## config.mk

```make
export PLATFORM = sky130hd
export DESIGN_NAME = apple2_slot_initiator
export DESIGN_NICKNAME = d
export VERILOG_FILES = /design/src/rtl/apple2_slot_initiator.sv
export SDC_FILE = /design/constraint.sdc
export NUM_CORES = 1
export LEC_CHECK = 0
export CAP_MARGIN = 5
export CELL_PAD_IN_SITES_DETAIL_PLACEMENT = 1
export CELL_PAD_IN_SITES_GLOBAL_PLACEMENT = 2
export CORE_UTILIZATION = 32
export DETAILED_ROUTE_END_ITERATION = 12
export GPL_TIMING_DRIVEN = 0
export PLACE_DENSITY = 0.76
export SLEW_MARGIN = 30
export SYNTH_ARGS = -nofsm -noshare
export SYNTH_HDL_FRONTEND = slang
export SYNTH_SLANG_ARGS = --single-unit
```

## constraint.sdc

```tcl
create_clock -name C7M -period 2 [get_ports C7M]
set_clock_uncertainty 0.15 [all_clocks]
set_input_delay 0.5 -clock C7M [delete_from_list [all_inputs] [get_ports C7M]]
set_output_delay 0.5 -clock C7M [all_outputs]
set_load 0.005 [all_outputs]
```

## src/rtl/apple2_slot_initiator.sv

```systemverilog
// apple2_slot_initiator
// Apple II slot-bus master. Generates the motherboard-side bus timing
// (PHI1, A, nWE, D, nDEVSEL, nIOSEL, nIOSTRB) from C7M so a peripheral card
// can be driven exactly as a real machine would drive it. One 6502 access is
// issued per accepted command. Without a command, idle read cycles run
// continuously, so PHI1 never stops.
//
// Ports:
//   C7M, nRES                    7 MHz clock (rising edge), async active-low reset
//   cmd_valid/ready/we/addr/wdata single-entry command request
//   rsp_valid, rsp_rdata         one-C7M completion pulse plus read data (00 for writes)
//   PHI1, A, nWE                 bus clock phase, address, R/W (low = write)
//   D_out, D_oe, D_in            split data bus: driven value, driver enable, sampled value
//   nDEVSEL, nIOSEL, nIOSTRB     active-low slot selects
module apple2_slot_initiator #(
  parameter int          SLOT       = 4,
  parameter bit          STRETCH_EN = 1'b1,
  parameter logic [15:0] IDLE_ADDR  = 16'h0000
) (
  input  logic        C7M,
  input  logic        nRES,
  input  logic        cmd_valid,
  output logic        cmd_ready,
  input  logic        cmd_we,
  input  logic [15:0] cmd_addr,
  input  logic [7:0]  cmd_wdata,
  output logic        rsp_valid,
  output logic [7:0]  rsp_rdata,
  output logic        PHI1,
  output logic [15:0] A,
  output logic        nWE,
  output logic [7:0]  D_out,
  output logic        D_oe,
  input  logic [7:0]  D_in,
  output logic        nDEVSEL,
  output logic        nIOSEL,
  output logic        nIOSTRB
);

  // PX is the extra PHI1-high state that only appears in a long cycle.
  typedef enum logic [2:0] {P0, P1, P2, P3, PX, P4, P5, P6} phase_t;

  phase_t      phase, phase_nxt;
  logic [6:0]  cnt;

  logic        pend_v, pend_we;
  logic [15:0] pend_addr;
  logic [7:0]  pend_wdata;

  logic        act_v, act_we, act_dev, act_io, act_strb;

  logic        cyc_end;
  logic        dec_dev, dec_io, dec_strb;
  logic        phi1_nxt, ndev_nxt, nio_nxt, nstrb_nxt, doe_nxt;

  assign cmd_ready = ~pend_v;
  assign cyc_end   = (phase == P6);

  // Decode is done on the command about to become active; the result is
  // held in act_* for the whole cycle.
  assign dec_dev  = (pend_addr[15:4]  == (12'hC08 + 12'(SLOT)));
  assign dec_io   = (pend_addr[15:8]  == {4'hC, 4'(SLOT)});
  assign dec_strb = (pend_addr[15:11] == 5'b11001);

  always_comb begin
    phase_nxt = P0;
    case (phase)
      P0:      phase_nxt = P1;
      P1:      phase_nxt = P2;
      P2:      phase_nxt = P3;
      P3:      phase_nxt = (STRETCH_EN && cnt == 7'd64) ? PX : P4;
      PX:      phase_nxt = P4;
      P4:      phase_nxt = P5;
      P5:      phase_nxt = P6;
      default: phase_nxt = P0;
    endcase

    // Every bus output is registered, so it is computed from the state
    // being entered. At the P6->P0 edge phase_nxt is P0, which forces all
    // selects and D_oe inactive before act_* changes.
    phi1_nxt  = !(phase_nxt inside {P4, P5, P6});
    ndev_nxt  = !(!phi1_nxt && act_v && act_dev);
    nio_nxt   = !(!phi1_nxt && act_v && act_io);
    nstrb_nxt = !(!phi1_nxt && act_v && act_strb);
    doe_nxt   = (phase_nxt inside {P5, P6}) && act_v && act_we;
  end

  always_ff @(posedge C7M or negedge nRES) begin
    if (!nRES) begin
      phase      <= P0;
      cnt        <= 7'd0;
      pend_v     <= 1'b0;
      pend_we    <= 1'b0;
      pend_addr  <= 16'h0000;
      pend_wdata <= 8'h00;
      act_v      <= 1'b0;
      act_we     <= 1'b0;
      act_dev    <= 1'b0;
      act_io     <= 1'b0;
      act_strb   <= 1'b0;
      PHI1       <= 1'b1;
      A          <= 16'h0000;
      nWE        <= 1'b1;
      D_out      <= 8'h00;
      D_oe       <= 1'b0;
      nDEVSEL    <= 1'b1;
      nIOSEL     <= 1'b1;
      nIOSTRB    <= 1'b1;
      rsp_valid  <= 1'b0;
      rsp_rdata  <= 8'h00;
    end else begin
      phase     <= phase_nxt;
      PHI1      <= phi1_nxt;
      nDEVSEL   <= ndev_nxt;
      nIOSEL    <= nio_nxt;
      nIOSTRB   <= nstrb_nxt;
      D_oe      <= doe_nxt;
      rsp_valid <= 1'b0;

      if (cyc_end) begin
        cnt <= (cnt == 7'd64) ? 7'd0 : cnt + 7'd1;

        // Close the finishing cycle: sample the bus and report.
        rsp_valid <= act_v;
        if (act_v) rsp_rdata <= act_we ? 8'h00 : D_in;

        // Open the next cycle: the pending command, or an idle read.
        act_v    <= pend_v;
        act_we   <= pend_v & pend_we;
        act_dev  <= pend_v & dec_dev;
        act_io   <= pend_v & dec_io;
        act_strb <= pend_v & dec_strb;
        A        <= pend_v ? pend_addr : IDLE_ADDR;
        nWE      <= ~(pend_v & pend_we);
        D_out    <= (pend_v & pend_we) ? pend_wdata : 8'h00;
      end

      // The pending slot is empty whenever cmd_ready is high, so accepting
      // and promoting can never coincide. A command accepted on the P6 edge
      // therefore waits for the next cycle boundary.
      if (cmd_valid && !pend_v) begin
        pend_v     <= 1'b1;
        pend_we    <= cmd_we;
        pend_addr  <= cmd_addr;
        pend_wdata <= cmd_wdata;
      end else if (cyc_end) begin
        pend_v <= 1'b0;
      end
    end
  end

endmodule

```

==> results of run 1 <==
==> routing by layer <==
| metal | part of all wire, % | up-vias | global-route usage [%] |
|---|---|---|---|
| met1 | 46 | 1169 | 21.4 |
| li1 | - | 1116 | - |
| met5 | 0 | - | 0 |
| met4 | 1.2 | 0 | 5.20 |
| met3 | 4.1 | 7 | 3.53 |
| met2 | 49 | 56 | 25.9 |
==> worst register-to-register path, cell delays in order, from the launching register on <==
cell and delay (ns):
dfrtp_1 0.41, ha_1 0.21, buf_6 0.13, nand2_1 0.08
buf_2 0.24, buf_2 0.29, nand2_1 0.08, o21ai_0 0.09
==> area by class of cell <==
| class | instances | area [sq um] | area share, % |
|---|---|---|---|
| clock inverter | 5 | 58.8 | 1.33 |
| sequential | 80 | 2010 | 45.6 |
| multi-input combinational | 170 | 1120 | 25.4 |
| clock buffer | 10 | 128 | 2.90 |
| inverter | 10 | 37.5 | 0.852 |
| buffer | 16 | 97.6 | 2.21 |
| tap | 133 | 166 | 3.78 |
| timing repair buffer | 78 | 790 | 17.9 |
==> flip-flops by register name (all words and copies together), names as in the netlist, 3 cells and up <==
| signal | flops |
|---|---|
| A | 16 |
| pend_addr | 16 |
| D_out | 8 |
| pend_wdata | 8 |
| rsp_rdata | 8 |
| cnt | 7 |
| phase | 3 |
==> path summary, 6_finish.rpt <==
check,startpoint,end,slack (ns),depth (start not counted)
setup / recovery,pend_v,cmd_ready,0.1,3
hold / removal,A[3],A[3],0.32,2
setup reg to reg,phase[0],A[13],0.22,7
hold reg to reg,A[3],A[3],0.32,2
max in group asynchronous,nRES,nWE,0.72,3
min in group asynchronous,nRES,rsp_rdata[6],0.39,2
==> where the power goes <==
group	internal, W	switching (W)	total (W)
Sequential	0.00181	0.000115	0.00192
Combinational	0.000356	0.000179	0.000535
Clock	0.000571	0.000593	0.00116
Total	0.00274	0.000886	0.00362
==> layout by cell type, fill, tap and decap left out, drive strengths merged, types with 2 or more instances in the layout <==
master,netlist,routed
a22o,9,9
a211o,2,2
nand4,4,4
dfrtp,75,75
clkinvlp,0,2
dlygate4sd2,0,6
nand3,10,10
o21ai,29,29
clkbuf,4,14
a21oi,2,2
inv,10,10
clkdlybuf4s50,0,68
nor4b,2,2
buf,12,15
nand2,44,44
dfstp,5,5
ha,6,6
a21o,2,2
nor2b,2,2
a211oi,2,2
clkinv,0,2
xnor2,3,3
mux2,26,26
nand2b,8,8
nor2,8,8
o22ai,3,3
==> cells by family after synthesis <==
group	synth area share, %
and+or+nand+nor	12.9
DFF	61.6
AOI/OAI and AO/OA	9.44
buffers and inverters	4.07
muxes	8.98
adders and majority gates	2.30
xor gates and xnor gates	0.806
==> repair_timing <==
action / CTS / global route
endpoints found under the setup margin: 6 / 0
hold buffers: 1 / 0
buffers inserted: 1 / 0
resized for setup: 7 / 0
hold endpoints to repair: 11 / 0
==> metrics by stage <==
stage	TNS [ns]	power (W)	cell area (sq um)	utilization (%)	worst slack, ns
after floorplan	0	0.00212	3260	-	0.367
after global placement	-214.54	0.00248	4180	42.6	-2.68
after detailed placement	-5.46	0.00250	4210	42.9	-0.282
after CTS	0	0.00368	4410	44.9	0.0750
after global routing	0	0.00381	4410	44.9	0.0150
final	0	0.00362	4410	44.9	0.0977
==> out/results.txt, run 1 <==
run status = completed
final HPWL from detailed placement = 5.41 mm
CP arrival = 1.25 ns
Async S/R FF share, synth = 100%
GRT Util Overall = 16.0%
highest clock rate = 0.526 GHz
register bit total from synthesis = 80
layout cells sized above 1 = 16.5%
RSZ-0062 raised after global routing = no
Cell Count, Final, Fillers Out = 502
Placer Congestion = 0.753
most area-hungry cell type in the Yosys netlist = dfrtp_1
Setup crit start kind = flip-flop
Final Hold Vio Count = 0
Tmin final = 1.90 ns
core area = 0.00982 sq mm
Setup violations, final = 0
period utilization = 95.1%
CP bufs+invs = 3
buffers added on ports = 75
Post-synth EDFFs = 0
drt pass-1 iters = 4
most frequent cell after synthesis = dfrtp_1
Setup CP Type = reg -> out
initial detailed-routing violation count = 46
Req. time, crit path = 1.35 ns
Synth top area share = 57.5%
Cell Pwr Density = 822 mW/mm^2
Rel. slew slack = 63.1%
Worst setup EP type = primary output
clock root cell = clkbuf_8
Reg clk slew, reported paths = 0.08 ns
worst-path cell chain = buf_4 -> inv_1 -> dlygate4sd2_1
VDD IR max = 380 uV
number of global-route vias before repair = 2497
global-route wire length before repair = 12.6 mm
ys flop type = dfrtp_1
nets = 407
CTS tree = done
routed wire length per instance = 15.4 microns
Filler Cell Count = 1110
Hold Slack = 0.323 ns
CTS H-tree lvls = 3
crit path max fanout = 10
Max stage delay cell, worst path = dfrtp_1
I/O Pins = 76
top post-synthesis cells by area = dfrtp_1 58%, mux2_2 8.6%, nand2_1 5.1%
Yosys cell types = 36
Vias/cell = 4.68
number of remaining DRC errors = 0
antenna violations before repair = 0
die width = 103 microns
Cells after DPL = 485
Worst-Margin Slew = 0.553 ns
synthesized area = 0.00326 sq mm
syn_nets = 318
DR vias = 2348
top cell types by occurrence after synthesis = 75 x dfrtp_1, 44 x nand2_1, 29 x o21ai_0, 25 x mux2_2
Clock Sinks = 80
P&R area growth vs syn = 35.1%
n_diodes = 0
sequential area share after synthesis = 61.6%
Initial Util = 33.2%
Leakage = 1.87 nW
largest net degree at the start of global routing = 66
Worst-Skew Late Latency = 0.34 ns
die area = 0.0106 sq mm
hold crit path type = reg -> reg
Antenna Nets Post-Route = 0
die boundary height = 103 microns
GRT overflow = 0
CTS Buffer Depth = 2
yosys synthesis warning count = 0
Crit path max-delay family = buffers and inverters
Mean Syn Cell Area = 11.8 sq um
Post-Route WL = 7.72 mm
CTS buffer count = 9
row count = 36
gate count of the mapped netlist = 276
max-cap viol count = 0
CP max stage delay = 0.39 ns
final slew viol count = 0
Note: power is estimated with default switching activity, not from simulation.
==> run 2: changes to the inputs <==
Settings changed: CAP_MARGIN 5 to not set, GPL_TIMING_DRIVEN 0 to not set.
==> run 2 against run 1 <==
Effect of this change:
- register-to-register slack got worse by 0.05 ns
- hold slack improved by 0.0011 ns
- non-clock buffer count fell by 6
- maximum frequency rose by 1.2%
- sequential share of layout area rose by 0.078 points
- critical endpoint is now A[15]
- routed wire length fell by 4.6%
- first-iteration DRC count rose by 35%
- final area fell by 0.17%
==> out/results.txt, run 2 (synthesis results as in run 1) <==
Filler Cell Count = 1107 (was 1110)
CP arrival = 1.23 ns (was 1.25 ns)
Crit path max-delay family = buffers and inverters (unchanged)
P_sw = 0.000926 W (was 0.000886 W)
Antenna Nets Post-Route = 0 (unchanged)
GRT Util Overall = 15.3% (was 16.0%)
Reg clk slew, reported paths = 0.09 ns (was 0.08 ns)
layout cells sized above 1 = 17.6% (was 16.5%)
clock root cell = clkbuf_8 (unchanged)
Largest regs = A (16), pend_addr (16) (unchanged)
Setup crit start kind = flip-flop (unchanged)
Setup violations, final = 0 (unchanged)
CTS tree = done (unchanged)
setup tns final = 0 ns (unchanged)
drt pass-1 iters = 4 (unchanged)
hold crit path type = reg -> reg (unchanged)
buffers added on ports = 75 (unchanged)
most frequent cells in the layout = 75 x dfrtp_1, 68 x clkdlybuf4s50_1, 44 x nand2_1, 29 x o21ai_0, 25 x mux2_2 (unchanged)
core area = 0.00982 sq mm (unchanged)
max-cap viol count = 0 (unchanged)
worst-path cell chain = clkdlybuf4s50_1 (was buf_4 -> inv_1 -> dlygate4sd2_1)
Hold Slack = 0.324 ns (was 0.323 ns)
Cell Pwr Density = 809 mW/mm^2 (was 822 mW/mm^2)
CP max stage delay = 0.51 ns (was 0.39 ns)
CTS buffer count = 9 (unchanged)
VDD IR max = 423 uV (was 380 uV)
Vias/cell = 4.62 (was 4.68)
crit path max fanout = 2 (was 10)
Max stage delay cell, worst path = clkdlybuf4s50_1 (was dfrtp_1)
Worst-Margin Slew = 0.443 ns (was 0.553 ns)
Setup CP Type = reg -> out (unchanged)
nets = 401 (was 407)
highest clock rate = 0.532 GHz (was 0.526 GHz)
multi-input logic area = 0.00113 sq mm (was 0.00112 sq mm)
GRT overflow = 0 (unchanged)
GRT met1 Usage = 20.7% (was 21.4%)
Switching Fraction = 26.0% (was 24.5%)
largest net degree at the start of global routing = 32 (was 66)
I/O Pins = 76 (unchanged)
Rel. slew slack = 70.4% (was 63.1%)
CP bufs+invs = 1 (was 3)
Sequential Power Share = 54.3% (was 53.1%)
die width = 103 microns (unchanged)
Worst setup EP type = primary output (unchanged)
DR vias = 2295 (was 2348)
die boundary height = 103 microns (unchanged)
met3 usage = 3.59% (was 3.53%)
Worst-Skew Late Latency = 0.34 ns (about the same)
Req. time, crit path = 1.35 ns (about the same)
Leakage = 1.86 nW (was 1.87 nW)
final slew viol count = 0 (unchanged)
antenna violations before repair = 0 (unchanged)
die area = 0.0106 sq mm (unchanged)
routed wire length per instance = 14.8 microns (was 15.4 microns)
placed cell areas = 0.00421 sq mm (about the same)
design internal power = 0.00263 W (was 0.00274 W)
Core Util, Final = 44.8% (was 44.9%)
CTS H-tree lvls = 3 (unchanged)
grt met2 use = 23.6% (was 25.9%)
Initial Util = 33.2% (unchanged)
Clk pwr share = 30.7% (was 32.1%)
run status = completed (unchanged)
n_diodes = 0 (unchanged)
number of global-route vias before repair = 2443 (was 2497)
row count = 36 (unchanged)
Placer Congestion = 0.710 (was 0.753)
Gate power share = 15.0% (was 14.8%)
Reg area = 0.00201 sq mm (unchanged)
period utilization = 94.0% (was 95.1%)
RSZ-0062 raised after global routing = no (unchanged)
initial detailed-routing violation count = 62 (was 46)
number of remaining DRC errors = 0 (unchanged)
Tmin final = 1.88 ns (was 1.90 ns)
commonest non-fill, non-tap cell in the layout = dfrtp_1 (unchanged)
Clock Sinks = 80 (unchanged)
global-route wire length before repair = 12.2 mm (was 12.6 mm)
GRT Max-Usage Layer = met2 (unchanged)
CTS Buffer Depth = 2 (unchanged)
Final Hold Vio Count = 0 (unchanged)
final HPWL from detailed placement = 5.24 mm (was 5.41 mm)
Tot Pwr = 0.00356 W (was 0.00362 W)
P&R area growth vs syn = 34.9% (was 35.1%)
Design Area, Final = 0.00440 sq mm (was 0.00441 sq mm)
Post-Route WL = 7.37 mm (was 7.72 mm)
==> run 2: tightest hold or removal path, delay by kind of cell, from the launching register on <==
family,cells,cell delay [ns]
flops,1,0.35
simple gates,2,0.10
==> run 2: power groups by stage <==
stage                     registers, W  logic (W)  clock network [W]
after floorplan                0.00194   0.000181                  0
after global placement         0.00196   0.000533                  0
after detailed placement       0.00197   0.000545                  0
after CTS                      0.00194   0.000546            0.00116
after global routing           0.00196   0.000594            0.00120
final                          0.00193   0.000533            0.00109
==> run 2: path summary, 6_finish.rpt <==
| check | startpoint | end | slack [ns] | cells after the start |
|---|---|---|---|---|
| worst max-delay path | A[15] | A[15] | 0.12 | 1 |
| worst min-delay path | A[1] | A[1] | 0.32 | 2 |
| worst max register to register | phase[0] | D_out[0] | 0.17 | 5 |
| worst min register to register | A[1] | A[1] | 0.32 | 2 |
| max in group asynchronous | nRES | pend_wdata[7] | 0.64 | 3 |
| min in group asynchronous | nRES | rsp_rdata[5] | 0.49 | 2 |
==> run 2: repair_timing <==
action | CTS | global route
setup endpoints to repair | 6 | 3
resized for setup | 6 | 1
hold endpoints to repair | 27 | 0
hold buffers | 1 | 0
cloned | 0 | 0
setup buffers | 0 | 0
==> run 2: cell type report <==
type | count | share of cell area, %
flip-flops and latches | 80 | 45.6
inverters | 10 | 0.853
multi-input cells | 170 | 25.7
well taps | 133 | 3.78
clock buffers | 9 | 2.82
clock inverters | 7 | 1.28
repair buffers | 88 | 20.0
==> run 2: metal layers <==
layer,vias up,routed length (microns)
met3,10,336
li1,1106,-
met1,1134,3420
met5,-,0
met4,0,120
met2,45,3490
==> run 2: stage by stage <==
stage,worst slack (ns),instances
2_1_floorplan,0.367,276
3_3_place_gp,0.0241,480
3_5_place_dp,0.00285,480
4_1_cts,0.0864,497
5_1_grt,0.0466,497
6_report,0.120,497
==> run 3: changes to the inputs <==
Settings changed: CORE_MARGIN set to 2.
==> run 3 against run 2 <==
Effect of this change:
- sequential share of layout area shrank 0.10 points
- routed wire length rose by 1.2%
- largest cell class unchanged
- final cell count down 0.60%
- critical endpoint is now A[14]
==> out/results.txt, run 3 (synthesis results as in run 1) <==
CP arrival = 1.27 ns (was 1.23 ns)
die width = 105 microns (was 103 microns)
Setup CP Type = reg -> out (unchanged)
max-cap viol count = 0 (unchanged)
initial detailed-routing violation count = 70 (was 62)
VDD IR max = 364 uV (was 423 uV)
layout cells sized above 1 = 16.3% (was 17.6%)
Largest regs = A (16), pend_addr (16) (unchanged)
row count = 36 (unchanged)
nets = 398 (was 401)
Crit Reg-Reg Startpoint = phase[0] (unchanged)
Worst setup EP type = primary output (unchanged)
Vias/cell = 4.66 (was 4.62)
run status = completed (unchanged)
drt pass-1 iters = 4 (unchanged)
number of remaining DRC errors = 0 (unchanged)
Placer Congestion = 0.757 (was 0.710)
CTS tree = done (unchanged)
R2R Setup Slk = 0.18 ns (was 0.17 ns)
period utilization = 96.1% (was 94.0%)
hold crit path type = reg -> reg (unchanged)
global-route wire length before repair = 12.9 mm (was 12.2 mm)
Clock Sinks = 80 (unchanged)
CTS Buffer Depth = 2 (unchanged)
Post-Route WL = 7.45 mm (was 7.37 mm)
P&R area growth vs syn = 35.2% (was 34.9%)
die boundary height = 105 microns (was 103 microns)
Crit path max-delay family = buffers and inverters (unchanged)
Worst R2R Path Depth = 4 (was 5)
buffers added on ports = 75 (unchanged)
GRT Util Overall = 14.8% (was 15.3%)
Antenna Nets Post-Route = 0 (unchanged)
most frequent cells in the layout = 75 x dfrtp_1, 68 x clkdlybuf4s50_1, 44 x nand2_1, 29 x o21ai_0, 25 x mux2_2 (unchanged)
Initial Util = 33.2% (unchanged)
setup tns final = 0 ns (unchanged)
DR vias = 2303 (was 2295)
crit path max fanout = 2 (unchanged)
Leakage = 1.87 nW (was 1.86 nW)
CP Depth = 1 (unchanged)
Setup crit start kind = flip-flop (unchanged)
largest net degree at the start of global routing = 38 (was 32)
worst r2r dst = D_out[4] (was D_out[0])
CP bufs+invs = 1 (unchanged)
CTS buffer count = 9 (unchanged)
number of stages on the worst hold path = 2 (unchanged)
Reg clk slew, reported paths = 0.08 ns (was 0.09 ns)
Setup crit start = A[14] (was A[15])
highest clock rate = 0.520 GHz (was 0.532 GHz)
Final Hold Vio Count = 0 (unchanged)
Cell Pwr Density = 839 mW/mm^2 (was 809 mW/mm^2)
clock root cell = clkbuf_8 (unchanged)
Worst setup endpoint = A[14] (was A[15])
I/O Pins = 76 (unchanged)
die area = 0.0110 sq mm (was 0.0106 sq mm)
CTS H-tree lvls = 3 (unchanged)
Tot Pwr = 0.00370 W (was 0.00356 W)
Rel. slew slack = 65.0% (was 70.4%)
Worst-Skew Late Latency = 0.36 ns (was 0.34 ns)
Setup violations, final = 0 (unchanged)
Worst-Margin Slew = 0.524 ns (was 0.443 ns)
number of global-route vias before repair = 2557 (was 2443)
Req. time, crit path = 1.35 ns (about the same)
Max stage delay cell, worst path = clkdlybuf4s50_1 (unchanged)
worst-path cell chain = clkdlybuf4s50_1 (unchanged)
Tmin final = 1.92 ns (was 1.88 ns)
GRT overflow = 0 (unchanged)
CP max stage delay = 0.53 ns (was 0.51 ns)
final slew viol count = 0 (unchanged)
n_diodes = 0 (unchanged)
commonest non-fill, non-tap cell in the layout = dfrtp_1 (unchanged)
routed wire length per instance = 15.1 microns (was 14.8 microns)
final HPWL from detailed placement = 5.33 mm (was 5.24 mm)
antenna violations before repair = 0 (unchanged)
core area = 0.00982 sq mm (unchanged)
RSZ-0062 raised after global routing = no (unchanged)
-- run 3: worst min-delay path by stage --
stage / startpoint / to / slack (ns)
finish: A[0] / A[0] / 0.32
detailed placement: A[0] / A[0] / 0.31
global placement: A[0] / A[0] / 0.30
floorplan: nRES / A[0] / 0.05
CTS: A[0] / A[0] / 0.33
global route: A[0] / A[0] / 0.34
-- run 3: metrics by stage --
step	area, sq um	hold slack [ns]	setup WS, ns	util (%)	cells
after global placement	4200	0.301	0.0210	42.8	477
after global routing	4410	0.341	0.0286	44.9	494
after CTS	4410	0.327	0.0593	44.9	494
after floorplan	3260	0.0544	0.367	-	276
final	4410	0.325	0.0784	44.9	494
after detailed placement	4200	0.309	0.000900	42.8	477
-- run 3: final cells by class --
cell class	count	area (sq um)
multi-input cells	170	1120
flip-flops and latches	80	2010
clock buffers	11	141
fillers	1108	5410
repair buffers	85	868
clock inverters	5	63.8
inverters	10	37.5
well taps	133	166
-- run 3: metal layers --
metal  routed length [microns]  global-route usage, %  up-vias
li1                          -                      -     1104
met1                      3390                   18.9     1136
met2                      3630                   23.8       52
met3                       311                   3.87       11
met4                       120                   6.29        0
met5                         0                      0        -
-- run 3: timing repair --
| action | 4_1_cts | 5_1_grt |
|---|---|---|
| hold endpoints to repair | 29 | 0 |
| hold buffers | 1 | 0 |
| setup buffers | 0 | 0 |
| resized for setup | 6 | 0 |
| setup endpoints to repair | 6 | 0 |
-- run 3: report_power, final --
part           leakage (nW)  switching, W  internal (W)
Sequential            0.962      0.000126       0.00181
Clock                 0.101      0.000609      0.000622
Combinational         0.809      0.000172      0.000360
